==> config.mk <==
export PLATFORM = sky130hd
export DESIGN_NAME = multiplier_nbit_iter
export DESIGN_NICKNAME = d
export VERILOG_FILES = /design/src/rtl/multiplier_nbit_iter.sv
export SDC_FILE = /design/constraint.sdc
export NUM_CORES = 1
export LEC_CHECK = 0
export ABC_AREA = 1
export BUFFER_PORTS_ARGS = -buffer_cell sky130_fd_sc_hd__buf_4
export CAP_MARGIN = 20
export CORE_MARGIN = 4
export CORE_UTILIZATION = 56
export DETAILED_ROUTE_END_ITERATION = 16
export PLACE_DENSITY = 0.86
export SLEW_MARGIN = 20
export SYNTH_ARGS = -nofsm -noshare
export SYNTH_HDL_FRONTEND = slang
export SYNTH_SLANG_ARGS = --single-unit
==> constraint.sdc <==
create_clock -name clk -period 2.8 [get_ports clk]
set_input_delay 0.14 -clock clk [delete_from_list [all_inputs] [get_ports clk]]
set_output_delay 0.14 -clock clk [all_outputs]
set_load 0.01 [all_outputs]
==> src/rtl/multiplier_nbit_iter.sv <==
// ---------------------------------------------------------------------------
// multiplier_nbit_iter
//   Iterative shift-add multiplier producing the low NBITS bits of in0*in1.
//   The result is correct for both signed and unsigned operands.
//   Operands and product move over val/rdy streams. Only one operation is in
//   flight at a time.
//
//   Optional feature macro: MULT_EARLY_EXIT_EN
//     When defined, the calculation stops as soon as the remaining multiplier
//     bits are all zero. The result is the same either way.
//
// Ports
//   clk          in   1      clock, rising edge
//   reset        in   1      synchronous, active-high
//   istream_val  in   1      operands valid
//   istream_rdy  out  1      block can accept operands (IDLE)
//   in0          in   NBITS  multiplicand
//   in1          in   NBITS  multiplier
//   ostream_val  out  1      product valid (DONE)
//   ostream_rdy  in   1      consumer accepts product
//   prod         out  NBITS  low NBITS bits of in0*in1
// ---------------------------------------------------------------------------
module multiplier_nbit_iter #(
  parameter int unsigned NBITS = 32
) (
  input  logic             clk,
  input  logic             reset,
  input  logic             istream_val,
  output logic             istream_rdy,
  input  logic [NBITS-1:0] in0,
  input  logic [NBITS-1:0] in1,
  output logic             ostream_val,
  input  logic             ostream_rdy,
  output logic [NBITS-1:0] prod
);

  localparam int unsigned CW = $clog2(NBITS) + 1;

  typedef enum logic [1:0] {
    IDLE = 2'd0,
    CALC = 2'd1,
    DONE = 2'd2
  } state_t;

  state_t           state;
  state_t           state_nxt;
  logic [NBITS-1:0] a;
  logic [NBITS-1:0] b;
  logic [NBITS-1:0] acc;
  logic [CW-1:0]    cnt;
  logic [NBITS-1:0] b_shift_c;
  logic             last_c;

  assign b_shift_c = b >> 1;

  // Final CALC iteration: bit count exhausted, or (optionally) no multiplier bits left
  always_comb begin
    last_c = (cnt == CW'(NBITS - 1));
`ifdef MULT_EARLY_EXIT_EN
    if (b_shift_c == '0) begin
      last_c = 1'b1;
    end
`endif
  end

  // State register
  always_ff @(posedge clk) begin
    if (reset) begin
      state <= IDLE;
    end else begin
      state <= state_nxt;
    end
  end

  // Next-state logic
  always_comb begin
    state_nxt = state;
    case (state)
      IDLE:    if (istream_val)  state_nxt = CALC;
      CALC:    if (last_c)       state_nxt = DONE;
      DONE:    if (ostream_rdy)  state_nxt = IDLE;
      default:                   state_nxt = IDLE;
    endcase
  end

  // Output decode; prod comes straight from the accumulator register
  always_comb begin
    istream_rdy = 1'b0;
    ostream_val = 1'b0;
    prod        = acc;
    case (state)
      IDLE:    istream_rdy = 1'b1;
      DONE:    ostream_val = 1'b1;
      default: ;
    endcase
  end

  // Shift-add datapath
  always_ff @(posedge clk) begin
    if (reset) begin
      a   <= '0;
      b   <= '0;
      acc <= '0;
      cnt <= '0;
    end else begin
      case (state)
        IDLE: begin
          if (istream_val) begin
            a   <= in0;
            b   <= in1;
            acc <= '0;
            cnt <= '0;
          end
        end
        CALC: begin
          if (b[0]) begin
            acc <= acc + a;
          end
          a   <= a << 1;
          b   <= b_shift_c;
          cnt <= cnt + CW'(1);
        end
        default: ;
      endcase
    end
  end

endmodule
After elaboration in Yosys (flattened, before gate mapping):

Cells that the tools add are included.

* output and inout bits: 34
* input port bits: 68
* bits in registers: 104
* word-level logic and storage cells: 34

* reduce and logical (&&, ||, !) cells: 5
* $add $sub $neg: 2
* mux-type cells: 15
* eq/ne operators: 7

Operators with widths (count)
* $pmux W32 S2: 3
* $mux W32: 4
* $add A32 B32 Y32: 1
* $pmux W6 S2: 1
* $ne A2 B2 Y1 const B: 4
* $add A6 B1 Y6 const B: 1
* $eq A6 B5 Y1 const B: 1
* $mux W2: 3
* $mux W6: 1
* $pmux W2 S3: 1
* $reduce_and A3 Y1: 2
* $eq A2 B1 Y1 const B: 1
* $eq A2 B2 Y1 const B: 1
* $logic_not A2 Y1: 1
* $mux W1: 2
* $reduce_and A2 Y1: 1
* $reduce_bool A2 Y1: 1

Depth between registers and ports, before layout:

Gate-level depths: netlist (run 1).

* depth after elaboration: 3
* depth in mapped cells: 13
* depth with buffers taken out: 13

Least setup slack after synthesis (run 1):

OpenSTA, ideal clock, no wires.

* kind: reg-to-reg
* start: register acc[0] (netlist: prod[0])
* end: register acc[28] (netlist: prod[28])
* setup slack: 0.944 ns
* stages on the path, launching flop included: 14
* clock period less this slack: 1.856 ns
* buffers on the path: 0
* setup time: 0.132 ns
* data arrival time: 1.724 ns
* data required time: 2.668 ns
* cells stage by stage: dfxtp_1 ha_1 inv_1 fa_1 inv_1 nand3_1 nand3_1 nand3_1 nand3_1 nand2_1 nand2_1 nand2_1 nand3_1 a21oi_1

* word-level cells in the longest chain between the ends: 3

RTL lines
* start, declared: line 49 `logic [NBITS-1:0] acc;`
* start signal, assigned: line 117 `acc <= acc + a;`
* $add A32 B32 Y32: line 117
* $mux W32: line 116 `if (b[0]) begin`
* $pmux W32 S2: line 106 `case (state)`

No other way between the ends. The select of a mux whose other input is x is not followed.
A chain may end at the register's enable or synchronous reset.

Worst setup path in the final report (run 1):

* start: register a[0]
* end: register acc[28] (netlist: prod[28])

* word-level cells in the longest chain between the ends: 3

RTL lines
* start, declared: line 47 `logic [NBITS-1:0] a;`
* start signal, assigned: line 109 `a <= in0;`
* start signal, assigned: line 119 `a <= a << 1;`
* $add A32 B32 Y32: line 117
* $mux W32: line 116
* $pmux W32 S2: line 106

No other way between the ends. The select of a mux whose other input is x is not followed.

==> out/metrics.cfg, run 1 <==
[floorplan]
die_x_um = 115
start_util_pct = 58.2
die_h_um = 115
dieArea_um2 = 13200
fp-row-count = 38
core-area_um2 = 11000
num_io_pins = 102

[setup_path]
path_max_fanout = 5
worstReg2RegStart = a[0]
slowest_stage = fa_1
required_ps = 3010
arrival_ps = 2350
cp-end-kind = flop
critPathTopFamily = simple AND/OR/NAND/NOR gates
start_kind = flop
setup.worst_path.class = reg -> reg
crit_start = a[0]
cp.buffers_inverters = 2
slowest_delay_ps = 370
path_cells = ha_1 -> inv_1 -> fa_1 -> inv_1 -> nand3_1 -> nand3_1 -> nand3_1 -> nand3_1 -> nand2_1 -> nand2_1 -> nand2_1 -> nand3_1 -> a21oi_1
worst_path_most_repeated_cell = nand3_1

[clock_tree]
cts_setup_buffers = 0
clockBufferDepth = 2
tritoncts = done
ctsHoldBuffers = 0
clk_pin_slew_worst_paths_ps = 80
cts_root_buffer = clkbuf_16
clkLatencyLatePin_ps = 350
clock_sinks = 104
cts.htree.levels = 3
cts_buffers = 9
cts.repair.resized = 0

[synthesis]
syn_inst = 1000
netlist_top_cells_area = dfxtp_1 32%, nand2_1 18%, a21oi_1 8.7%
synth-seq-area-share_pct = 32.4
ys_types = 33
syn_nets = 1101
ys_warn_count = 0
synth_area_um2 = 6420
synth_top_area_share_pct = 32.4
synth_area_leader_cell = dfxtp_1
syn_avg_cell_area_um2 = 6.42
ys_seq_elements = 104

[sta]
fin_tns_setup_ps = 0
slew_headroom_pct = 62.9
min_period_ps = 2130
finalSetupViolations = 0
finalCritPeriodShare_pct = 76.2
hold_ws_ps = 60.0
worstMarginPinSlew_ps = 556
rsz0062_at_grt = no
final.setup_skew_ps = 6.23
finalMaxSlewViolations = 0
max_freq_mhz = 469
hold_viol = 0

[detailed_routing]
avgRoutedWirePerCell_um = 14.3
vias = 6754
ant_nets = 0
vias_per_cell = 5.53
routed_wl_um = 17400
drcViolationCount = 0
drt_pass1_iterations = 5
drt_iter0_markers = 457

[power_and_ir_drop]
p_per_area_nw_per_um2 = 654
power_leakage_nw = 3.75
peakVddDrop_mv = 0.543
p_total_mw = 4.91

[run]
drv_cap = 0

[grt]
grtUsageTotal_pct = 26.5
grt_antenna_before_repair = 0
gr-total-overflow = 0
grt_pass1_vias = 6151
grt_max_degree = 73
grt_pass1_wl_um = 28600

[cells_and_area]
fin_nets = 1178
synthToLayoutAreaGrowth_pct = 16.9
n_antenna_cell = 0
drive_above_1_share_pct = 13.6

[min_path]
hp-class = in -> reg
hold_start = in0[0]

[status]
outcome = complete, no violations

[place]
gp_congestion = 0.938
port_buffers = 101
hpwl_um = 12700

-- registers in the layout (all words and copies together) (netlist names) --
name	count
a	32
cnt	6
state	2
b	32
prod	32
-- final timing paths --
| path | endpoint | slack, ps | cells after the start |
|---|---|---|---|
| max | prod[28] | 670 | 13 |
| min reg2reg | b[31] | 470 | 2 |
| min | a[0] | 60 | 3 |
| max reg2reg | prod[28] | 670 | 13 |
-- worst register-to-register path, delay by kind of cell, from the launching register on --
kind / cells / cell delay, ps
AOI/OAI and AO/OA: 1 / 60
adders and majority gates: 2 / 570
buffers and inverters: 2 / 220
DFF: 1 / 360
and+or+nand+nor: 8 / 780
-- per-layer routing --
| layer | GRT usage (%) | routed length (µm) | vias up |
|---|---|---|---|
| li1 | - | - | 3437 |
| met1 | 34.6 | 7750 | 3087 |
| met2 | 43.4 | 8120 | 203 |
| met3 | 7.16 | 1210 | 27 |
| met4 | 7.28 | 355 | 0 |
| met5 | 0 | 0 | - |
-- cell families (layout without fill, tap and decap cells) --
family          count (synthesis)  count (layout)  synth area share, %
compound gates                245             245                 21.3
flops                         104             104                 32.4
buf+inv                       179             261                 11.6
simple gates                  438             438                 28.0
xor+xnor                        1               1                0.136
fa+ha+maj                      33              33                 6.55
-- cell usage after synthesis --
cell	number
nand2_1	307
inv_1	132
a21oi_1	112
dfxtp_1	104
nand3_1	58
o21ai_0	51
o22ai_1	49
nor2_1	43
ha_1	32
buf_2	23
a22oi_1	13
clkbuf_1	12
or2_2	8
nand3b_1	5
nor3_1	5
o21ai_1	5
a21o_1	4
buf_4	4
buf_6	4
inv_2	4
nor2_2	4
a221oi_1	3
nand2_2	3
nand4_1	3
o21bai_1	3
a211oi_1	2
a21oi_2	1
fa_1	1
nor2_4	1
o211a_1	1
o211ai_1	1
or2_1	1
xor2_1	1
-- stage by stage --
| stage | cells | util, % | cell area [µm²] | setup slack, ps |
|---|---|---|---|---|
| 2_1_floorplan | 1000 | - | 6420 | 944 |
| 3_3_place_gp | 1206 | 65.2 | 7190 | 794 |
| 3_5_place_dp | 1206 | 65.2 | 7190 | 680 |
| 4_1_cts | 1222 | 68.0 | 7500 | 671 |
| 5_1_grt | 1222 | 68.0 | 7500 | 465 |
| 6_report | 1222 | 68.0 | 7500 | 667 |
-- cells in the final DEF (no fill, tap or decap), types with 9 or more instances in the layout --
master,n
a21oi_1,112
a22oi_1,13
buf_4,108
clkbuf_16,9
dfxtp_1,104
ha_1,32
inv_1,132
nand2_1,307
nand3_1,58
nor2_1,42
o21ai_0,51
o22ai_1,49
-- report_power, final --
part | internal (mW) | switching, mW | total [mW]
logic | 0.587 | 0.989 | 1.58
registers | 1.76 | 0.233 | 1.99
clock network | 0.715 | 0.626 | 1.34
-- final cells by class --
cell class                      instances  area (µm²)
Clock buffer                            9         225
Clock inverter                          7        87.6
Fill cell                            1021        3530
Inverter                              136         510
Multi-Input combinational cell        717        3590
Sequential cell                       104        2080
Tap cell                              140         175
Timing Repair Buffer                  109         831
Note: power is estimated with default switching activity, not from simulation.
==> inputs of run 2 (changes only) <==
Settings changed: CORE_UTILIZATION 56 to 52, PLACE_DENSITY 0.86 to 0.84.
Clock period 2.8 ns to 1.93 ns, I/O delays scaled along.
==> out/metrics.cfg, run 2 (synthesis gave the netlist of run 1 again) <==
[status]
outcome = complete, no violations

[sta]
max_freq_mhz = 546
finalSetupViolations = 0
rsz0062_at_grt = yes
min_period_ps = 1830
worstMarginPinSlew_ps = 336
fin_tns_setup_ps = 0
hold_ws_ps = 7.14
finalCritPeriodShare_pct = 94.9
final.setup_skew_ps = 12.5
hold_viol = 0
slew_headroom_pct = 77.6
finalMaxSlewViolations = 0
setup_ws_ps = 98.1

[detailed_routing]
routed_wl_um = 18100
vias_per_cell = 5.45
ant_nets = 0
drcViolationCount = 0
drt_pass1_iterations = 8
drt_iter0_markers = 457
vias = 6916
avgRoutedWirePerCell_um = 14.3

[setup_path]
slowest_stage = dfxtp_1
slowest_delay_ps = 450
path_max_fanout = 5
start_kind = flop
setup.worst_path.class = reg -> reg
path_cells = ha_4 -> nand2_1 -> inv_1 -> a21oi_1 -> nand2_1 -> nand2_1 -> nand2_2 -> nand2_1 -> nand2_1 -> nand2_1 -> nand3_1 -> a21oi_1
worst_path_most_repeated_cell = nand2_1
required_ps = 2230
arrival_ps = 2130
cp-end-kind = flop

[cells_and_area]
fin_nets = 1198
n_antenna_cell = 0
drive_above_1_share_pct = 19.9
final_cell_mix = 299 x nand2_1, 131 x inv_1, 127 x buf_4, 111 x a21oi_1, 93 x dfxtp_1
fin_cells = 1269
final_common_cell = nand2_1
synthToLayoutAreaGrowth_pct = 22.9

[clock_tree]
clock_sinks = 104
cts_buffers = 9
cts_root_buffer = clkbuf_16
cts.htree.levels = 3
clockBufferDepth = 2
ctsHoldBuffers = 0
clkLatencyLatePin_ps = 360
clk_pin_slew_worst_paths_ps = 70
tritoncts = done

[floorplan]
dieArea_um2 = 14200
start_util_pct = 53.2
die_x_um = 119
fp-row-count = 40
die_h_um = 119
num_io_pins = 102
core-area_um2 = 12100

[power_and_ir_drop]
p_per_area_nw_per_um2 = 907
peakVddDrop_mv = 0.679
p_total_mw = 7.15
power_leakage_nw = 3.86

[place]
gp_congestion = 0.976
dp_cells = 1252
hpwl_um = 13300
port_buffers = 101
dp_slack_ps = -18.0

[grt]
grt_antenna_before_repair = 0
gr-total-overflow = 0
grt_max_degree = 53
grt_pass1_vias = 6252
grt_pass1_wl_um = 29000
grtUsageTotal_pct = 24.8

[min_path]
hp-class = in -> reg

[run]
drv_cap = 0

## run 2: changes by cell type in the layout (fill, tap and decap cells not counted), moves of 10 or more
| cell | delta |
|---|---|
| dfxtp_2 | +11 |
| dfxtp_1 | -11 |
| ha_4 | +10 |
| ha_1 | -16 |
| buf_4 | +19 |
## run 2: path summary, 6_finish.rpt
| kind | cells past startpoint | endpoint | startpoint | slack [ps] |
|---|---|---|---|---|
| setup / recovery | 12 | prod[23] | a[5] | 100 |
| hold / removal | 3 | a[17] | in0[17] | 7 |
| setup reg to reg | 12 | prod[23] | a[5] | 100 |
| hold reg to reg | 1 | cnt[5] | cnt[5] | 470 |
## run 2: final cells by class
class	instances	area (µm²)
clock buffer	9	225
clock inverter	6	45.0
fill	1038	4170
inverter	136	510
multi-input combinational	717	3820
sequential	104	2100
tap	168	210
timing repair buffer	129	985
## run 2: metal layers
metal	global-route usage, %	wire [µm]	part of all wire [%]	vias to the layer above
met3	6.22	1550	8.6	36
met4	9.63	412	2.3	0
met1	32.5	7800	43	3146
met5	0	0	0	-
li1	-	-	-	3477
met2	39.3	8350	46	257
## run 2: worst max-delay path, delay by kind of cell, from the launching register on
family,cells,cell delay (ps)
AND/OR/NAND/NOR,8,730
adder cells (fa/ha/maj),1,260
AO/OA/AOI/OAI,2,240
buffers and inverters,1,70
flip-flops,1,450
## run 2: where the power goes
part / internal, mW / total, mW / leakage [nW] / switching (mW)
Combinational: 1.01 / 2.49 / 2.86 / 1.48
Sequential: 2.56 / 2.91 / 0.856 / 0.354
Clock: 0.878 / 1.75 / 0.136 / 0.869
## run 2: repair_timing
action                                  in CTS  in global routing
resized for setup                            2                 56
endpoints found under the setup margin       6                 36
setup buffers                                0                  2
pin swaps                                    0                  2
## run 2: per-stage QoR
stage	cell area (µm²)	util (%)
finish	7890	65.4
CTS	7640	63.3
detailed placement	7360	61.0
floorplan	6420	-
global placement	7360	61.0
global route	7890	65.4
